### src/rtl/cpu_pkg.sv
// rtl/cpu_pkg.sv - shared CPU widths and fetch constants
package cpu_pkg;
    localparam int PC_W = 16;
    localparam int INSTR_W = 17;
    localparam int FQ_DEPTH = 2;
    localparam logic [PC_W-1:0] RESET_PC = 16'h0000;
    // LLB R0,#0 doubles as the bubble when no instruction is ready
    localparam logic [INSTR_W-1:0] NOP_INSTR = 17'h0B000;
endpackage

### src/rtl/fetch_fifo.sv
// rtl/fetch_fifo.sv - synchronous FIFO with push/pop/clear and occupancy count
module fetch_fifo #(
    parameter int WIDTH = 8,
    parameter int DEPTH = 2,
    localparam int AW = (DEPTH > 1) ? $clog2(DEPTH) : 1,
    localparam int CW = $clog2(DEPTH + 1)
) (
    input  logic             clk,
    input  logic             rst,
    input  logic             clear,
    input  logic             push,
    input  logic [WIDTH-1:0] push_data,
    input  logic             pop,
    output logic [WIDTH-1:0] head,
    output logic [CW-1:0]    count
);
    logic [WIDTH-1:0] mem [DEPTH];
    logic [AW-1:0]    wr_ptr;
    logic [AW-1:0]    rd_ptr;

    // DEPTH is a power of two, so pointers wrap naturally
    always_ff @(posedge clk) begin
        if (rst || clear) begin
            wr_ptr <= '0;
            rd_ptr <= '0;
            count  <= '0;
        end else begin
            if (push)
                wr_ptr <= wr_ptr + AW'(1);
            if (pop)
                rd_ptr <= rd_ptr + AW'(1);
            count <= count + CW'(push) - CW'(pop);
        end
    end

    always_ff @(posedge clk) begin
        if (push)
            mem[wr_ptr] <= push_data;
    end

    assign head = mem[rd_ptr];
endmodule

### src/rtl/pc_fetch.sv
// rtl/pc_fetch.sv - instruction fetch stage: PC, IM requests, in-order fetch queue
module pc_fetch #(
    parameter int                  PC_W      = cpu_pkg::PC_W,
    parameter int                  INSTR_W   = cpu_pkg::INSTR_W,
    parameter logic [PC_W-1:0]     RESET_PC  = cpu_pkg::RESET_PC,
    parameter int                  FQ_DEPTH  = cpu_pkg::FQ_DEPTH,
    parameter logic [INSTR_W-1:0]  NOP_INSTR = cpu_pkg::NOP_INSTR
) (
    input  logic               clk,
    input  logic               rst,
    input  logic               stall_IM_ID,
    input  logic               flow_change_ID_EX,
    input  logic [PC_W-1:0]    dst_ID_EX,
    output logic               im_req,
    output logic [PC_W-1:0]    im_addr,
    input  logic               im_rdy,
    input  logic               im_rvalid,
    input  logic [INSTR_W-1:0] im_rdata,
    output logic [INSTR_W-1:0] instr,
    output logic               instr_vld,
    output logic [PC_W-1:0]    nxt_pc
);
    localparam int CW = $clog2(FQ_DEPTH + 1);
    localparam int QW = INSTR_W + PC_W;
    localparam logic [CW:0] DEPTH_L = (CW + 1)'(FQ_DEPTH);

    logic [PC_W-1:0] pc;
    logic [CW-1:0]   outstanding;
    logic [CW-1:0]   drop_cnt;
    logic [CW-1:0]   q_count;
    logic [CW-1:0]   t_count;
    logic [QW-1:0]   q_head;
    logic [PC_W-1:0] tag_head;
    logic            accept;
    logic            resp;
    logic            resp_keep;
    logic            pop;

    // Dropped requests stay in outstanding, so the issue limit also bounds drop_cnt
    assign im_req    = !rst && !flow_change_ID_EX
                       && (({1'b0, q_count} + {1'b0, outstanding}) < DEPTH_L);
    assign im_addr   = pc;
    assign accept    = im_req && im_rdy;
    assign resp      = im_rvalid && (outstanding != '0);
    assign resp_keep = resp && (drop_cnt == '0) && (t_count != '0);
    assign instr_vld = (q_count != '0);
    assign pop       = instr_vld && !stall_IM_ID && !flow_change_ID_EX;

    fetch_fifo #(.WIDTH(PC_W), .DEPTH(FQ_DEPTH)) u_tag_fifo (
        .clk       (clk),
        .rst       (rst),
        .clear     (flow_change_ID_EX),
        .push      (accept),
        .push_data (pc),
        .pop       (resp_keep),
        .head      (tag_head),
        .count     (t_count)
    );

    fetch_fifo #(.WIDTH(QW), .DEPTH(FQ_DEPTH)) u_instr_fifo (
        .clk       (clk),
        .rst       (rst),
        .clear     (flow_change_ID_EX),
        .push      (resp_keep && !flow_change_ID_EX),
        .push_data ({im_rdata, tag_head + PC_W'(1)}),
        .pop       (pop),
        .head      (q_head),
        .count     (q_count)
    );

    always_ff @(posedge clk) begin
        if (rst) begin
            pc          <= RESET_PC;
            outstanding <= '0;
            drop_cnt    <= '0;
        end else begin
            outstanding <= outstanding + CW'(accept) - CW'(resp);
            if (flow_change_ID_EX) begin
                pc       <= dst_ID_EX;
                // everything still in flight after this cycle belongs to the old path
                drop_cnt <= outstanding - CW'(resp);
            end else begin
                if (accept)
                    pc <= pc + PC_W'(1);
                if (resp && (drop_cnt != '0))
                    drop_cnt <= drop_cnt - CW'(1);
            end
        end
    end

    assign instr  = instr_vld ? q_head[QW-1:PC_W] : NOP_INSTR;
    assign nxt_pc = instr_vld ? q_head[PC_W-1:0] : '0;
endmodule
### config.mk
export PLATFORM = sky130hd
export DESIGN_NAME = pc_fetch
export DESIGN_NICKNAME = d
export VERILOG_FILES = /design/src/rtl/cpu_pkg.sv /design/src/rtl/fetch_fifo.sv /design/src/rtl/pc_fetch.sv
export SDC_FILE = /design/constraint.sdc
export NUM_CORES = 1
export LEC_CHECK = 0
export ABC_CLOCK_PERIOD_IN_PS = 4430
export CAP_MARGIN = 25
export CORE_MARGIN = 4
export CORE_UTILIZATION = 54
export DETAILED_ROUTE_END_ITERATION = 8
export PLACE_DENSITY = 0.8
export RECOVER_POWER = 50
export SLEW_MARGIN = 20
export SYNTH_ARGS = -nofsm -noshare
export SYNTH_HDL_FRONTEND = slang
export SYNTH_HIERARCHICAL = 1
export SYNTH_SLANG_ARGS = --single-unit
### constraint.sdc
create_clock -name clk -period 4.43 [get_ports clk]
set_clock_uncertainty 0.2 [all_clocks]
set_input_delay 0.886 -clock clk [delete_from_list [all_inputs] [get_ports clk]]
set_output_delay 0.886 -clock clk [all_outputs]
set_load 0.1 [all_outputs]
# After elaboration in Yosys (flattened, before gate mapping)

Memories as Yosys holds them, arrays and structs flattened. A register that Yosys moved wholly into a read port is not among the register bits.
Index checks and enable logic that the tools add are counted.

Bits in writable memories: 98
Output and inout bits: 51
Register bits: 28
Memories: 2
Word-level logic and storage cells: 62
Input port bits: 39

Memory list:

| memory           | words | bits a word | rd ports | clocked after memory_dff | wr ports | RTL line         | RTL |
|---|---|---|---|---|---|---|---|
| u_instr_fifo.mem | 2     | 33          | 1        | 1                        | 1        | fetch_fifo.sv:17 | `logic [WIDTH-1:0] mem [DEPTH];` |
| u_tag_fifo.mem   | 2     | 16          | 1        | 1                        | 1        | fetch_fifo.sv:17 |  |

Reduce and logical (&&, ||, !) cells: 21
Order comparisons: 1
Multiplexer cells: 14
Add/sub/neg operators: 15

Operators by type and width:

| cell                                               | count |
|---|---|
| two-way mux 16 bit                                 | 3 |
| adder 16 x 1 -> 16 bit, second input constant      | 2 |
| two-way mux 17 bit                                 | 1 |
| nonzero test 2 bit                                 | 6 |
| logical AND 1 bit                                  | 10 |
| two-way mux 1 bit                                  | 8 |
| subtractor 2 x 1 -> 2 bit                          | 4 |
| adder 2 x 1 -> 2 bit                               | 3 |
| adder 1 bit, second input constant                 | 4 |
| two-way mux 2 bit                                  | 2 |
| adder 2 x 2 -> 3 bit                               | 1 |
| zero test 1 bit                                    | 3 |
| < comparator 3 x 2 -> 1 bit, second input constant | 1 |
| zero test 2 bit                                    | 1 |
| subtractor 2 x 1 -> 2 bit, second input constant   | 1 |
| logical OR 1 bit                                   | 1 |

# Logic depth before layout (Yosys ltp)

Gate-level depths: netlist of run 1.

Depth after elaboration: 7
Gate-level depth with buffers: 10
Mapped depth without buffers: 10

# Hierarchy

Netlist of run 1, hierarchy kept.

Modules (own cells, without submodules):

| module                     | times used | area an instance (um2) | sequential area each (um2) | cells each |
|---|---|---|---|---|
| fetch_fifo at u_instr_fifo | 1          | 2750.1                 | 2082.0                     | 122 |
| pc_fetch                   | 1          | 1781.7                 | 400.4                      | 236 |
| fetch_fifo at u_tag_fifo   | 1          | 1422.6                 | 1061.0                     | 69 |

# Worst setup path before layout of run 1

No wires, ideal clock.

Path type: input to output
Start point: in flow_change_ID_EX
End point: out im_req
Stages: 3
Buffers on the path: 2
Data required time: 3.344 ns
Setup slack: -0.812 ns
Data arrival time: 4.156 ns
Cell sequence: clkbuf_1 -> buf_1 -> nor4_1

Cells in the longest elaborated chain, start to end: 3

Ends and longest elaborated chain:

| element           | RTL line       | RTL |
|---|---|---|
| start, declared   | pc_fetch.sv:12 | `input logic flow_change_ID_EX,` |
| zero test 1 bit   | pc_fetch.sv:40 | `assign im_req = !rst && !flow_change_ID_EX` |
| logical AND 1 bit | pc_fetch.sv:40 |  |
| logical AND 1 bit | pc_fetch.sv:41 | `&& (({1'b0, q_count} + {1'b0, outstanding}) < DEPTH_L);` |
| end, declared     | pc_fetch.sv:14 | `output logic im_req,` |

Every way passes these cells.

==> impl_metrics.py, run 1 <==
metrics = {
    "yosys": {
        "synth_nets": 477,
        "syn_area_per_cell_um2": 13.9,
        "ys_seq_area_frac": 0.595,
        "yosysWarnings": 6,
        "ys_seq_elements": 128,
        "synth_edf_count": 98,
        "syn_inst": 427,
        "synth.distinct_cells": 49,
        "synthFlopType": "edfxtp_1",
        "synth-async-reset-ratio": 0,
        "synth.cell_area_um2": 5950,
    },
    "final_layout": {
        "final-seq-area_um2": 3540,
        "antenna_cells": 0,
        "fillers": 747,
        "final_nets": 577,
        "drive_gt1_frac": 0.228,
        "multiInputGateArea_um2": 2170,
        "stdcell_area_um2": 7500,
        "syn_to_final_growth_pct": 26.0,
    },
    "sta": {
        "finalSetupViolCount": 0,
        "hold_ws_ns": 0.353,
        "maxSlewViolCount": 0,
        "hold_viol": 0,
        "finalSetupTns_ns": 0,
        "rsz0062_at_grt": "no",
        "period_needed_ns": 3.80,
        "worst_slack_ns": 0.629,
        "max_freq_ghz": 0.263,
        "maxSlewHeadroom": 0.152,
        "period_share": 0.858,
        "worst_pin_slew_ns": 1.27,
    },
    "placed_design": {
        "portBuffers": 89,
        "place.gp.congestion": 0.817,
        "dpl_cell_area_um2": 6900,
        "hpwl_um": 7560,
        "dp_slack_ns": 0.966,
    },
    "global_route": {
        "first_global_vias": 3742,
        "grt_antenna_before_repair": 0,
        "grt_max_degree": 34,
        "track_usage": 0.180,
        "grt_pass1_wl_um": 18200,
        "grt-ovfl-total": 0,
    },
    "drt": {
        "drtPass1Iterations": 4,
        "wirelength_um": 10900,
        "drc": 0,
        "viasPerCell": 5.35,
        "drtIter0Drc": 155,
        "wl_per_cell_um": 16.1,
        "vias": 3641,
        "antenna_left": 0,
    },
    "power_and_ir_drop": {
        "power.total_uw": 3090,
        "vdd_drop_max_v": 0.000334,
        "power.density_nw_per_um2": 412,
        "p_leak_uw": 0.00277,
    },
    "die": {
        "design.core.area_um2": 10800,
        "start_util": 0.552,
        "die-width_um": 113,
        "dieHeight_um": 113,
        "row_count": 38,
        "die-area_um2": 12800,
        "io_pins": 90,
    },
    "clock_network": {
        "clkTransAtPathRegs_ns": 0.06,
        "clk_latency_ns": 0.51,
        "cts_tree": "built",
        "root_buffer": "clkbuf_8",
        "hold_buffers": 0,
        "postCtsSetupBuffers": 0,
        "numCtsBuffers": 17,
        "cts.repair.resized": 0,
        "cts_sinks": 128,
        "htreeDepth": 4,
        "clockBufferDepth": 2,
    },
    "critical_path": {
        "path_max_fanout": 18,
        "crit_path_start_kind": "flip-flop",
        "cp.arrival_ns": 2.72,
        "endpoint_kind": "output pin",
        "critPathRequiredTime_ns": 3.34,
        "path_class": "reg -> out",
    },
    "outcome": {
        "status": "completed",
    },
    "flow_run": {
        "maxCapViolCount": 0,
    },
    "hold_path": {
        "worst_hold_path_type": "reg -> reg",
    },
}
## logic make-up after synthesis
| group | share of synthesized area |
|---|---|
| XOR/XNOR | 0.0502 |
| flip-flops | 0.595 |
| AND/OR/NAND/NOR | 0.123 |
| multiplexers | 0.125 |
| buffers and inverters | 0.0408 |
| adder cells (fa/ha/maj) | 0.0244 |
| AO/OA/AOI/OAI | 0.0418 |
## cells in the mapped netlist, drive strengths merged (3+ instances only)
cell    count  area share
nor4        6      0.0063
o31a        5      0.0074
dfxtp      30        0.10
nor2       10      0.0063
a21oi      11      0.0092
nand2      11      0.0069
and3        4      0.0042
edfxtp     98        0.49
nand3       9      0.0076
mux2       50        0.12
or4         3      0.0038
nor3b       3      0.0038
xor2       11       0.016
and2        3      0.0032
inv        26       0.016
ha         10       0.021
clkbuf      8      0.0050
nor2b      35       0.037
o21a        8       0.010
mux2i       3      0.0050
and4        3      0.0044
o21ai       3      0.0025
xnor2      18       0.026
nand4       8      0.0095
or2         4      0.0042
nor3       19       0.016
buf         9       0.019
## worst max-delay path: stages (launching register included)
cell,delay (ns)
dfxtp_2,0.68
mux2_4,0.25
nor2b_1,0.12
clkdlybuf4s50_1,1.15
## registers in the layout, indices dropped and copies added (netlist names), named ones only
signal	cells
u_instr_fifo/wr_ptr	1
outstanding	2
u_tag_fifo/wr_ptr	1
drop_cnt	2
u_instr_fifo/mem	66
im_addr	16
u_instr_fifo/rd_ptr	1
u_tag_fifo/rd_ptr	1
u_tag_fifo/mem	32
u_instr_fifo/count	2
u_tag_fifo/count	2
## where the power goes
part	total [uW]	switching, uW	internal [uW]
clock	1430	513	922
sequential	1360	33.9	1320
combinational	301	188	113
total	3090	735	2360
## routing by layer
metal  wire length, um  up-vias  share of wire  GRT usage
met3               608       13          0.056     0.0508
met4               143        0          0.013     0.0649
met1              4650     1746           0.42      0.225
li1                  -     1771              -          -
met5                 0        -              0          0
met2              5540      111           0.51      0.301
## area by class of cell
cell class / instances / share of cell area
Tap cell: 140 / 0.0233
Inverter: 26 / 0.0130
Clock inverter: 15 / 0.0274
Sequential cell: 128 / 0.472
Timing Repair Buffer: 98 / 0.119
Multi-Input combinational cell: 256 / 0.290
Clock buffer: 17 / 0.0552
## worst paths after layout
check | slack [ns] | endpoint | cells after the start | startpoint
worst max-delay path | 0.63 | instr[11] | 3 | flip-flop
worst max register to register | 1.22 | u_tag_fifo/mem[0][6]$_DFFE_PP_ | 7 | u_instr_fifo/count[0]$_SDFF_PP0_
worst min-delay path | 0.35 | u_tag_fifo/rd_ptr$_SDFFE_PP0P_ | 2 | u_tag_fifo/rd_ptr$_SDFFE_PP0P_
worst min register to register | 0.35 | u_tag_fifo/rd_ptr$_SDFFE_PP0P_ | 2 | u_tag_fifo/rd_ptr$_SDFFE_PP0P_
## stage by stage
stage,cells,utilization
floorplan,427,-
global placement,648,0.639
detailed placement,648,0.639
CTS,680,0.696
global route,680,0.695
finish,680,0.695
## cells in the final DEF (no fill, tap or decap), drive strengths merged, types with 19 or more instances in the layout
master and count:
edfxtp 98, inv 32, buf 35, dfxtp 30, clkbuf 19, clkdlybuf4s50 42, nor3 19, nor2b 35
dlygate4sd3 19, mux2 50
Note: power is estimated with default switching activity, not from simulation.
==> run 2: changes to the inputs <==
- ABC_CLOCK_PERIOD_IN_PS: 4430 -> 4450
- CORE_UTILIZATION: 54 -> 58
- PLACE_DENSITY: 0.8 -> 0.85
- clock period: 4.43 -> 4.45 ns (I/O delays scaled with it)
==> run 2 against run 1 <==
Net effect: first-iteration DRC count increased by 11%; cell area about the same; via count increased by 0.44%; non-clock buffer count decreased by 1; hold slack got worse by 0.0025 ns; global-route usage increased by 2.8 points; sequential power about the same; critical path depth unchanged; count of clock-buffer cells in the layout increased by 3; critical endpoint is now instr[0]; largest power group unchanged.
==> impl_metrics.py, run 2 (synthesized netlist as in run 1, its figures left out) <==
metrics = {
    "critical_path": {
        "endpoint_kind": "output pin",
        "r2r-end": "u_tag_fifo/mem[0][9]$_DFFE_PP_",
        "crit_path_start_kind": "flip-flop",
        "timing.rr.start": "u_instr_fifo/count[0]$_SDFF_PP0_",
        "worst-r2r-setup-slack_ns": 1.26,
        "path_max_fanout": 20,
        "critPathRequiredTime_ns": 3.36,
        "cp.arrival_ns": 2.85,
        "r2r_cells": 7,
        "path_class": "reg -> out",
    },
    "placed_design": {
        "portBuffers": 89,
        "dp_slack_ns": 1.03,
        "place.gp.congestion": 0.849,
        "hpwl_um": 7490,
    },
    "flow_run": {
        "maxCapViolCount": 0,
    },
    "drt": {
        "wl_per_cell_um": 17.8,
        "drtPass1Iterations": 4,
        "wirelength_um": 11900,
        "drtIter0Drc": 172,
        "antenna_left": 0,
        "vias": 3657,
        "viasPerCell": 5.44,
        "drc": 0,
    },
    "sta": {
        "rsz0062_at_grt": "no",
        "finalSetupTns_ns": 0,
        "worst_slack_ns": 0.515,
        "maxSlewHeadroom": 0.340,
        "finalSetupViolCount": 0,
        "maxSlewViolCount": 0,
        "period_share": 0.884,
        "max_freq_ghz": 0.254,
        "period_needed_ns": 3.94,
        "worst_pin_slew_ns": 0.987,
        "hold_ws_ns": 0.350,
        "hold_viol": 0,
    },
    "final_layout": {
        "final_nets": 576,
        "final_cell_mix": "edfxtp_1 (98), clkdlybuf4s50_1 (49), mux2_4 (38)",
        "final-seq-area_um2": 3540,
        "top_register": "u_instr_fifo/mem",
        "syn_to_final_growth_pct": 26.0,
        "final_common_cell": "edfxtp_1",
        "multiInputGateArea_um2": 2180,
        "largest_reg_flops": 66,
        "antenna_cells": 0,
        "fillers": 581,
        "drive_gt1_frac": 0.204,
    },
    "clock_network": {
        "root_buffer": "clkbuf_8",
        "cts_sinks": 128,
        "cts_tree": "built",
        "hold_buffers": 0,
        "clockBufferDepth": 2,
        "numCtsBuffers": 17,
        "htreeDepth": 4,
        "clkTransAtPathRegs_ns": 0.06,
        "clk_latency_ns": 0.52,
        "cts.repair.resized": 0,
        "postCtsSetupBuffers": 0,
    },
    "global_route": {
        "first_global_vias": 3754,
        "grt_pass1_wl_um": 18500,
        "grt_antenna_before_repair": 0,
        "grt_max_degree": 34,
        "track_usage": 0.208,
        "grt-ovfl-total": 0,
    },
    "die": {
        "dieHeight_um": 109,
        "die-width_um": 109,
        "row_count": 36,
        "design.core.area_um2": 9860,
        "io_pins": 90,
        "die-area_um2": 12000,
        "start_util": 0.604,
    },
    "power_and_ir_drop": {
        "power.density_nw_per_um2": 412,
        "p_leak_uw": 0.00275,
        "vdd_drop_max_v": 0.000221,
    },
    "hold_path": {
        "whs_endpoint": "u_tag_fifo/mem[1][15]$_DFFE_PP_",
        "min_from": "im_addr[15]$_SDFFE_PP0P_",
        "worst_hold_path_type": "reg -> reg",
        "hold_path_depth": 0,
    },
    "outcome": {
        "status": "completed",
    },
}
-- run 2: per-stage QoR --
step	utilization	power [uW]	instances	area, um^2
3_5_place_dp	0.700	1680	640	6910
6_report	0.761	3090	672	7500
3_3_place_gp	0.700	1670	640	6910
5_1_grt	0.761	3190	672	7500
4_1_cts	0.763	3110	672	7520
2_1_floorplan	-	1580	427	5960
-- run 2: cell type report --
type	count	area share
flip-flops and latches	128	0.472
clock buffers	20	0.0567
well taps	133	0.0222
multi-input cells	256	0.290
repair buffers	97	0.120
clock inverters	12	0.0253
inverters	26	0.0130
-- run 2: how the worst max path moves through the flow --
stage | slack [ns] | depth (start not counted) | endpoint
2_1_floorplan | 0.37 | 3 | im_req
3_3_place_gp | 1.05 | 3 | im_req
3_5_place_dp | 1.03 | 4 | u_instr_fifo/mem[0][17]$_DFFE_PP_
4_1_cts | 0.47 | 3 | instr[0]
5_1_grt | 0.41 | 3 | instr[0]
6_report | 0.51 | 3 | instr[0]
-- run 2: power breakdown --
group | switching [uW] | total, uW | internal [uW]
registers | 34.1 | 1350 | 1320
logic | 186 | 298 | 112
clock network | 480 | 1440 | 960
-- run 2: critical path, stage by stage, from the launching register on --
cell and delay, ns:
dfxtp_2 0.75, mux2_4 0.27, nor2b_1 0.14, clkdlybuf4s50_1 1.16
-- run 2: metal layers --
metal,routed length (um),part of all wire,up-vias,GRT usage
met4,160,0.013,0,0.0837
met2,6030,0.51,141,0.357
met3,794,0.066,13,0.0581
met5,0,0,-,0
li1,-,-,1759,-
met1,4960,0.41,1744,0.248
==> run 3: changes to the inputs <==
- CORE_UTILIZATION: 58 -> 46
- PLACE_DENSITY: 0.85 -> 0.7
==> run 3 against run 2 <==
Net effect: sequential power about the same; clock power is 7% lower; die area rose by 24%; count of clock-buffer cells in the layout is 1 lower; critical path type unchanged; cell area down 0.20%.
==> impl_metrics.py, run 3 (synthesized netlist as in run 1, its figures left out) <==
metrics = {
    "sta": {
        "maxSlewHeadroom": 0.217,
        "finalSetupTns_ns": 0,
        "period_needed_ns": 3.57,
        "max_freq_ghz": 0.280,
        "rsz0062_at_grt": "no",
        "period_share": 0.802,
        "worst_slack_ns": 0.883,
        "hold_viol": 0,
        "maxSlewViolCount": 0,
        "worst_pin_slew_ns": 1.17,
        "hold_ws_ns": 0.353,
        "finalSetupViolCount": 0,
    },
    "clock_network": {
        "clkTransAtPathRegs_ns": 0.05,
        "cts_sinks": 128,
        "postCtsSetupBuffers": 0,
        "root_buffer": "clkbuf_16",
        "htreeDepth": 4,
        "clk_latency_ns": 0.40,
        "hold_buffers": 0,
        "clockBufferDepth": 2,
        "cts.repair.resized": 0,
        "numCtsBuffers": 17,
        "cts_tree": "built",
    },
    "global_route": {
        "first_global_vias": 3756,
        "grt_antenna_before_repair": 0,
        "grt_pass1_wl_um": 18100,
        "grt-ovfl-total": 0,
        "grt_max_degree": 34,
        "track_usage": 0.156,
    },
    "placed_design": {
        "portBuffers": 89,
        "dpl_cell_area_um2": 6930,
        "hpwl_um": 7540,
        "dp_slack_ns": 1.09,
        "place.gp.congestion": 0.792,
    },
    "critical_path": {
        "timing.rr.start": "u_instr_fifo/count[0]$_SDFF_PP0_",
        "path_max_fanout": 19,
        "r2r-end": "u_tag_fifo/mem[0][9]$_DFFE_PP_",
        "cp.arrival_ns": 2.48,
        "crit_path_start_kind": "flip-flop",
        "r2r_cells": 7,
        "worst-r2r-setup-slack_ns": 1.28,
        "critPathRequiredTime_ns": 3.36,
        "path_class": "reg -> out",
        "endpoint_kind": "output pin",
    },
    "hold_path": {
        "min_from": "im_addr[15]$_SDFFE_PP0P_",
        "whs_endpoint": "u_tag_fifo/mem[1][15]$_DFFE_PP_",
        "hold_path_depth": 0,
        "worst_hold_path_type": "reg -> reg",
    },
    "final_layout": {
        "drive_gt1_frac": 0.215,
        "fillers": 1014,
        "largest_reg_flops": 66,
        "stdcell_area_um2": 7490,
        "final_cell_mix": "edfxtp_1 (98), clkdlybuf4s50_1 (42), mux2_4 (38)",
        "antenna_cells": 0,
        "top_register": "u_instr_fifo/mem",
        "final_nets": 576,
        "syn_to_final_growth_pct": 25.8,
        "final_common_cell": "edfxtp_1",
    },
    "die": {
        "die-width_um": 122,
        "die-area_um2": 14800,
        "io_pins": 90,
        "start_util": 0.470,
        "row_count": 41,
        "dieHeight_um": 122,
        "design.core.area_um2": 12700,
    },
    "flow_run": {
        "maxCapViolCount": 0,
    },
    "drt": {
        "vias": 3604,
        "drtIter0Drc": 257,
        "viasPerCell": 5.07,
        "drc": 0,
        "wirelength_um": 10800,
        "antenna_left": 0,
        "wl_per_cell_um": 15.2,
        "drtPass1Iterations": 4,
    },
    "power_and_ir_drop": {
        "power.density_nw_per_um2": 400,
        "p_leak_uw": 0.00273,
        "vdd_drop_max_v": 0.000244,
    },
    "outcome": {
        "status": "completed",
    },
}
==> run 3: metal layers <==
metal  global-route usage  share of wire  wire length [um]
met1                0.204           0.45              4870
met2                0.243           0.47              5060
met3               0.0525          0.066               716
met4               0.0588          0.016               169
met5                    0              0                 0
==> run 3: worst max path at each step <==
stage,from,to,slack [ns],depth (start not counted)
finish,u_instr_fifo/count[1]$_SDFF_PP0_,instr[7],0.88,3
global placement,flow_change_ID_EX,u_instr_fifo/mem[0][3]$_DFFE_PP_,1.14,4
detailed placement,flow_change_ID_EX,u_tag_fifo/mem[1][4]$_DFFE_PP_,1.09,5
floorplan,flow_change_ID_EX,im_req,0.37,3
CTS,u_instr_fifo/count[1]$_SDFF_PP0_,instr[7],0.81,3
global route,u_instr_fifo/count[1]$_SDFF_PP0_,instr[11],0.68,3
==> run 3: final cells by class <==
| class | instances | area, um^2 | share of cell area |
|---|---|---|---|
| Sequential cell | 128 | 3540 | 0.473 |
| Multi-Input combinational cell | 256 | 2180 | 0.291 |
| Timing Repair Buffer | 97 | 876 | 0.117 |
| Clock buffer | 19 | 433 | 0.0578 |
| Tap cell | 172 | 215 | 0.0287 |
| Clock inverter | 13 | 145 | 0.0194 |
| Inverter | 26 | 97.6 | 0.0130 |
==> run 3: worst max-delay path, cell delays in order, from the launching register on <==
cell	delay [ns]
dfxtp_1	0.36
nor2_2	0.59
nor2b_1	0.11
clkdlybuf4s50_1	1.00
==> run 3: power breakdown <==
group          internal, uW  leakage [uW]  total, uW  switching [uW]
clock                   869      0.000269       1340             476
sequential             1320       0.00114       1350            33.9
combinational           112       0.00133        298             186
total                  2300       0.00273       2990             695
==> run 3: per-stage QoR <==
stage	total power, uW	cells	util
after floorplan	1580	427	-
after global placement	1670	679	0.547
after detailed placement	1680	679	0.547
after CTS	3030	711	0.593
after global routing	3100	711	0.591
final	2990	711	0.591
==> RTL edit 1: new RTL, flow settings as in run 3 <==
Take the reset off `outstanding` and load it in a clocked block of its own.
--- a/src/rtl/pc_fetch.sv
+++ b/src/rtl/pc_fetch.sv
@@ -71,10 +71,8 @@
     always_ff @(posedge clk) begin
         if (rst) begin
             pc          <= RESET_PC;
-            outstanding <= '0;
             drop_cnt    <= '0;
         end else begin
-            outstanding <= outstanding + CW'(accept) - CW'(resp);
             if (flow_change_ID_EX) begin
                 pc       <= dst_ID_EX;
                 // everything still in flight after this cycle belongs to the old path
@@ -88,6 +86,10 @@
         end
     end
 
+    always_ff @(posedge clk) begin
+        outstanding <= outstanding + CW'(accept) - CW'(resp);
+    end
+
     assign instr  = instr_vld ? q_head[QW-1:PC_W] : NOP_INSTR;
     assign nxt_pc = instr_vld ? q_head[PC_W-1:0] : '0;
 endmodule
Behaviour: differs if rst is asserted again (counterexample within 4 cycles, from zero or initial values and one cycle with rst high); with rst held inactive, the same outputs for 4 cycles.
==> RTL edit 1 against run 3 <==
Design area is 0.33% lower; count of clock-buffer cells in the layout stayed put; total power rose by 6.0%; wire length increased by 1.6%; synthesized area shrank 1.2%; clock power increased by 10%; sequential cell count stayed put; worst hold slack got worse by 0.046 ns; die area shrank 1.1%; combinational power rose by 8.4%; setup slack got worse by 0.17 ns.
==> RTL edit 1: results (changes against run 3) <==
metric;value;unit;change
place_hpwl;7450;µm;was 7540 µm
p_int;2.45;mW;was 2.30 mW
outcome;completed;;unchanged
gp_congestion;0.827;;was 0.792
drtIter0Drc;206;;was 257
worst_pin_slew;1.15;ns;was 1.17 ns
rrSetupSlack;0.84;ns;was 1.28 ns
drive_gt1_frac;0.217;;was 0.215
powerComb;0.323;mW;was 0.298 mW
inverters;17;;was 26
power.leakage;2.61;nW;was 2.73 nW
grt_pass1_vias;3630;;was 3756
cp-endpoint;im_req;;was instr[7]
track_usage;0.156;;about the same
syn_nets;466;;was 477
synth_common_cells;edfxtp_1, mux2_4, nor2b_1, dfxtp_1, xnor2_1;;was edfxtp_1, mux2_4, nor2b_1, dfxtp_1, inv_1
clock_area_frac;0.0863;;was 0.0772
grt_pass1_wl;17900;µm;was 18100 µm
multi_input_area_share;0.282;;was 0.291
hold_depth;2;;was 0
fillers;1008;;was 1014
max_stage_delay;0.93;ns;was 1.00 ns
pre_cts_ws;1.10;ns;was 1.09 ns
avgSynthCellArea;14.1;µm²;was 13.9 µm²
crit_family;simple AND/OR/NAND/NOR gates;;was buffers and inverters
min_from;drop_cnt[1];;was im_addr[15]
drt-pass1-iter-count;5;;was 4
critPathArrivalTime;2.65;ns;was 2.48 ns
synthTopCellsByArea;edfxtp_1, dfxtp_1, mux2_4;;unchanged
setup_ws;0.713;ns;was 0.883 ns
timing.hold.ws;0.307;ns;was 0.353 ns
vias_per_cell;5.13;;was 5.07
ys_types;45;;was 49
final_cell_area;0.00746;mm²;was 0.00749 mm²
cpMaxStageDelayCell;nor4_1;;was clkdlybuf4s50_1
dpl.cell_count;666;;was 679
stdcell_count;698;;was 711
==> RTL edit 1: tightest hold or removal path: stages, from the launching register on <==
cell and delay [ns]:
dfxtp_1 0.31, o21ai_0 0.07, a311oi_1 0.08
==> RTL edit 1: per-layer routing <==
layer / wire [µm] / vias to the layer above / global-route usage / part of all wire
met5: 0 / - / 0 / 0
met3: 674 / 8 / 0.0462 / 0.061
li1: - / 1741 / - / -
met2: 5300 / 123 / 0.252 / 0.48
met4: 74 / 0 / 0.0559 / 0.0067
met1: 4950 / 1708 / 0.199 / 0.45
==> RTL edit 1: cell families (layout without fill, tap and decap cells) <==
family                   after synthesis  count (layout)  share of synthesized area
flip-flops                           128             128                      0.602
AND/OR/NAND/NOR                      126             126                      0.124
multiplexers                          49              49                      0.119
AO/OA/AOI/OAI                         37              37                     0.0434
buffers and inverters                 36             146                     0.0383
XOR/XNOR                              29              29                     0.0478
adder cells (fa/ha/maj)               11              11                     0.0247
==> RTL edit 2: new RTL, flow settings as in run 3 <==
Made on the original files. `PC_W`: 16 -> 32.
--- a/src/rtl/cpu_pkg.sv
+++ b/src/rtl/cpu_pkg.sv
@@ -1,6 +1,6 @@
 // rtl/cpu_pkg.sv - shared CPU widths and fetch constants
 package cpu_pkg;
-    localparam int PC_W = 16;
+    localparam int PC_W = 32;
     localparam int INSTR_W = 17;
     localparam int FQ_DEPTH = 2;
     localparam logic [PC_W-1:0] RESET_PC = 16'h0000;
Ports: changed (resized dst_ID_EX, im_addr and nxt_pc); port bits go from 90 to 138. No check against the original RTL was run, so the function may have changed too.
==> RTL edit 2 against run 3 <==
The run now ends with capacitance limit, slew limit left; via count increased by 62%; sequential cell count increased by 80; wire length increased by 79%; first-iteration DRC count increased by 40%; synthesized area increased by 61%; total power increased by 48%; fmax decreased by 7.3%; design area increased by 56%; cell count increased by 57%; setup slack got worse by 0.28 ns.
==> RTL edit 2: results (changes against run 3) <==
metric;value;unit;change
place_hpwl;13600;µm;was 7540 µm
synthTopCellsByArea;edfxtp_1, dfxtp_1, mux2_4;;unchanged
power.leakage;4.10;nW;was 2.73 nW
cp_max_fo;20;;was 19
violations;capacitance limit, slew limit;;
vdd_drop_max;0.204;mV;was 0.244 mV
cts-resized-gates;0;;unchanged
critPathArrivalTime;3.82;ns;was 2.48 ns
cts_buffer_depth;3;;was 2
ys.flop_type;edfxtp_1;;unchanged
grt_pass1_wl;31700;µm;was 18100 µm
antenna_found_initial;0;;unchanged
yosysWarnings;6;;unchanged
final_nets;894;;was 576
worst_pin_slew;2.17;ns;was 1.17 ns
grt_pass1_vias;6088;;was 3756
regMostFlops;u_instr_fifo/mem;;unchanged
ys_seq_area_frac;0.603;;was 0.595
drtIter0Drc;359;;was 257
track_usage;0.166;;was 0.156
drt_wl_total;19400;µm;was 10800 µm
synth_edf_count;162;;was 98
drv_slew;44;;was 0
numCtsBuffers;22;;was 17
hold_path_class;register to register;;unchanged
outcome;complete, but fails checks;;was completed
grt_max_degree;50;;was 34
largest_reg_flops;98;;was 66
pre_cts_ws;0.860;ns;was 1.09 ns
drive_gt1_frac;0.210;;was 0.215
io_buffers;137;;was 89
ys_types;61;;was 49
synthArstFlopShare;0;;unchanged
synth_common_cells;edfxtp_1, nor2b_1, dfxtp_1;;was edfxtp_1, mux2_4, nor2b_1, dfxtp_1, inv_1
clockRootBuffer;clkbuf_16;;unchanged
fillers;1595;;was 1014
insertedDiodeCount;0;;unchanged
gp_congestion;0.810;;was 0.792
drt-pass1-iter-count;5;;was 4
clock_latency;0.49;ns;was 0.40 ns
route.vias.total;5831;;was 3604
drv_cap;2;;was 0
syn_nets;753;;was 477
htree_levels;1;;was 4
postCtsSetupRepairBufs;0;;unchanged
clk_pin_slew;0.06;ns;
==> RTL edit 2: changes by cell type after synthesis, moves of 9 or more <==
cell and change:
nor2b_1 +20, nand4_1 +19, nand3_1 +15, and2_1 +10
xnor2_1 +23, xor2_1 +13, edfxtp_1 +64, dfxtp_1 +16
inv_1 -9, nor2_1 +22, mux2_2 +31
==> RTL edit 2: layout make-up <==
cell class                      count  share of cell area
Tap cell                          270              0.0289
Clock buffer                       26              0.0519
Clock inverter                     14              0.0103
Timing Repair Buffer              146               0.110
Inverter                           19             0.00621
Sequential cell                   208               0.495
Multi-Input combinational cell    431               0.297
==> RTL edit 2: through the flow <==
stage | cell area [µm²] | hold WS (ns) | std cells | util
after floorplan | 9600 | 0.318 | 687 | -
after global placement | 11100 | 0.330 | 1074 | 0.543
after detailed placement | 11100 | 0.339 | 1074 | 0.543
after CTS | 11800 | 0.355 | 1114 | 0.578
after global routing | 11700 | 0.383 | 1114 | 0.574
final | 11700 | 0.356 | 1114 | 0.574
==> RTL edit 2: metal layers <==
| layer | GRT usage | vias to the layer above | wire length (µm) |
|---|---|---|---|
| li1 | - | 2813 | - |
| met1 | 0.221 | 2787 | 8680 |
| met2 | 0.271 | 195 | 9100 |
| met3 | 0.0355 | 36 | 1180 |
| met4 | 0.0531 | 0 | 405 |
| met5 | 0 | - | 0 |
==> RTL edit 2: logic make-up (layout without fill, tap and decap cells) <==
kind of cell    count (synthesis)  after routing  synth area share
compound gates                 46             46            0.0329
xor+xnor                       67             67            0.0641
fa+ha+maj                      11             11            0.0151
buf+inv                        48            205            0.0304
flops                         208            208             0.603
mux                            90             90             0.121
simple gates                  217            217             0.133
==> RTL edit 2: final timing paths <==
path / cells past startpoint / end / startpoint / slack, ns
setup reg to reg: 8 / u_tag_fifo/mem[0][14] / u_instr_fifo/count[0] / 0.60
hold / removal: 0 / u_tag_fifo/mem[0][18] / im_addr[18] / 0.36
setup / recovery: 8 / u_tag_fifo/mem[0][14] / u_instr_fifo/count[0] / 0.60
hold reg to reg: 0 / u_tag_fifo/mem[0][18] / im_addr[18] / 0.36
==> RTL edit 2: report_power, final <==
group / total, mW / internal (mW) / switching [mW]
registers: 2.20 / 2.14 / 0.0585
logic: 0.453 / 0.161 / 0.292
clock network: 1.79 / 1.09 / 0.705
total: 4.44 / 3.39 / 1.06
==> RTL edit 2: worst max-delay path: stages, from the launching register on <==
cell	delay (ns)
dfxtp_1	0.39
and2_1	0.16
fa_1	0.48
nor3b_2	0.19
clkbuf_1	0.35
nand2_1	0.49
clkinv_2	0.26
nor2b_2	0.59
buf_4	0.39
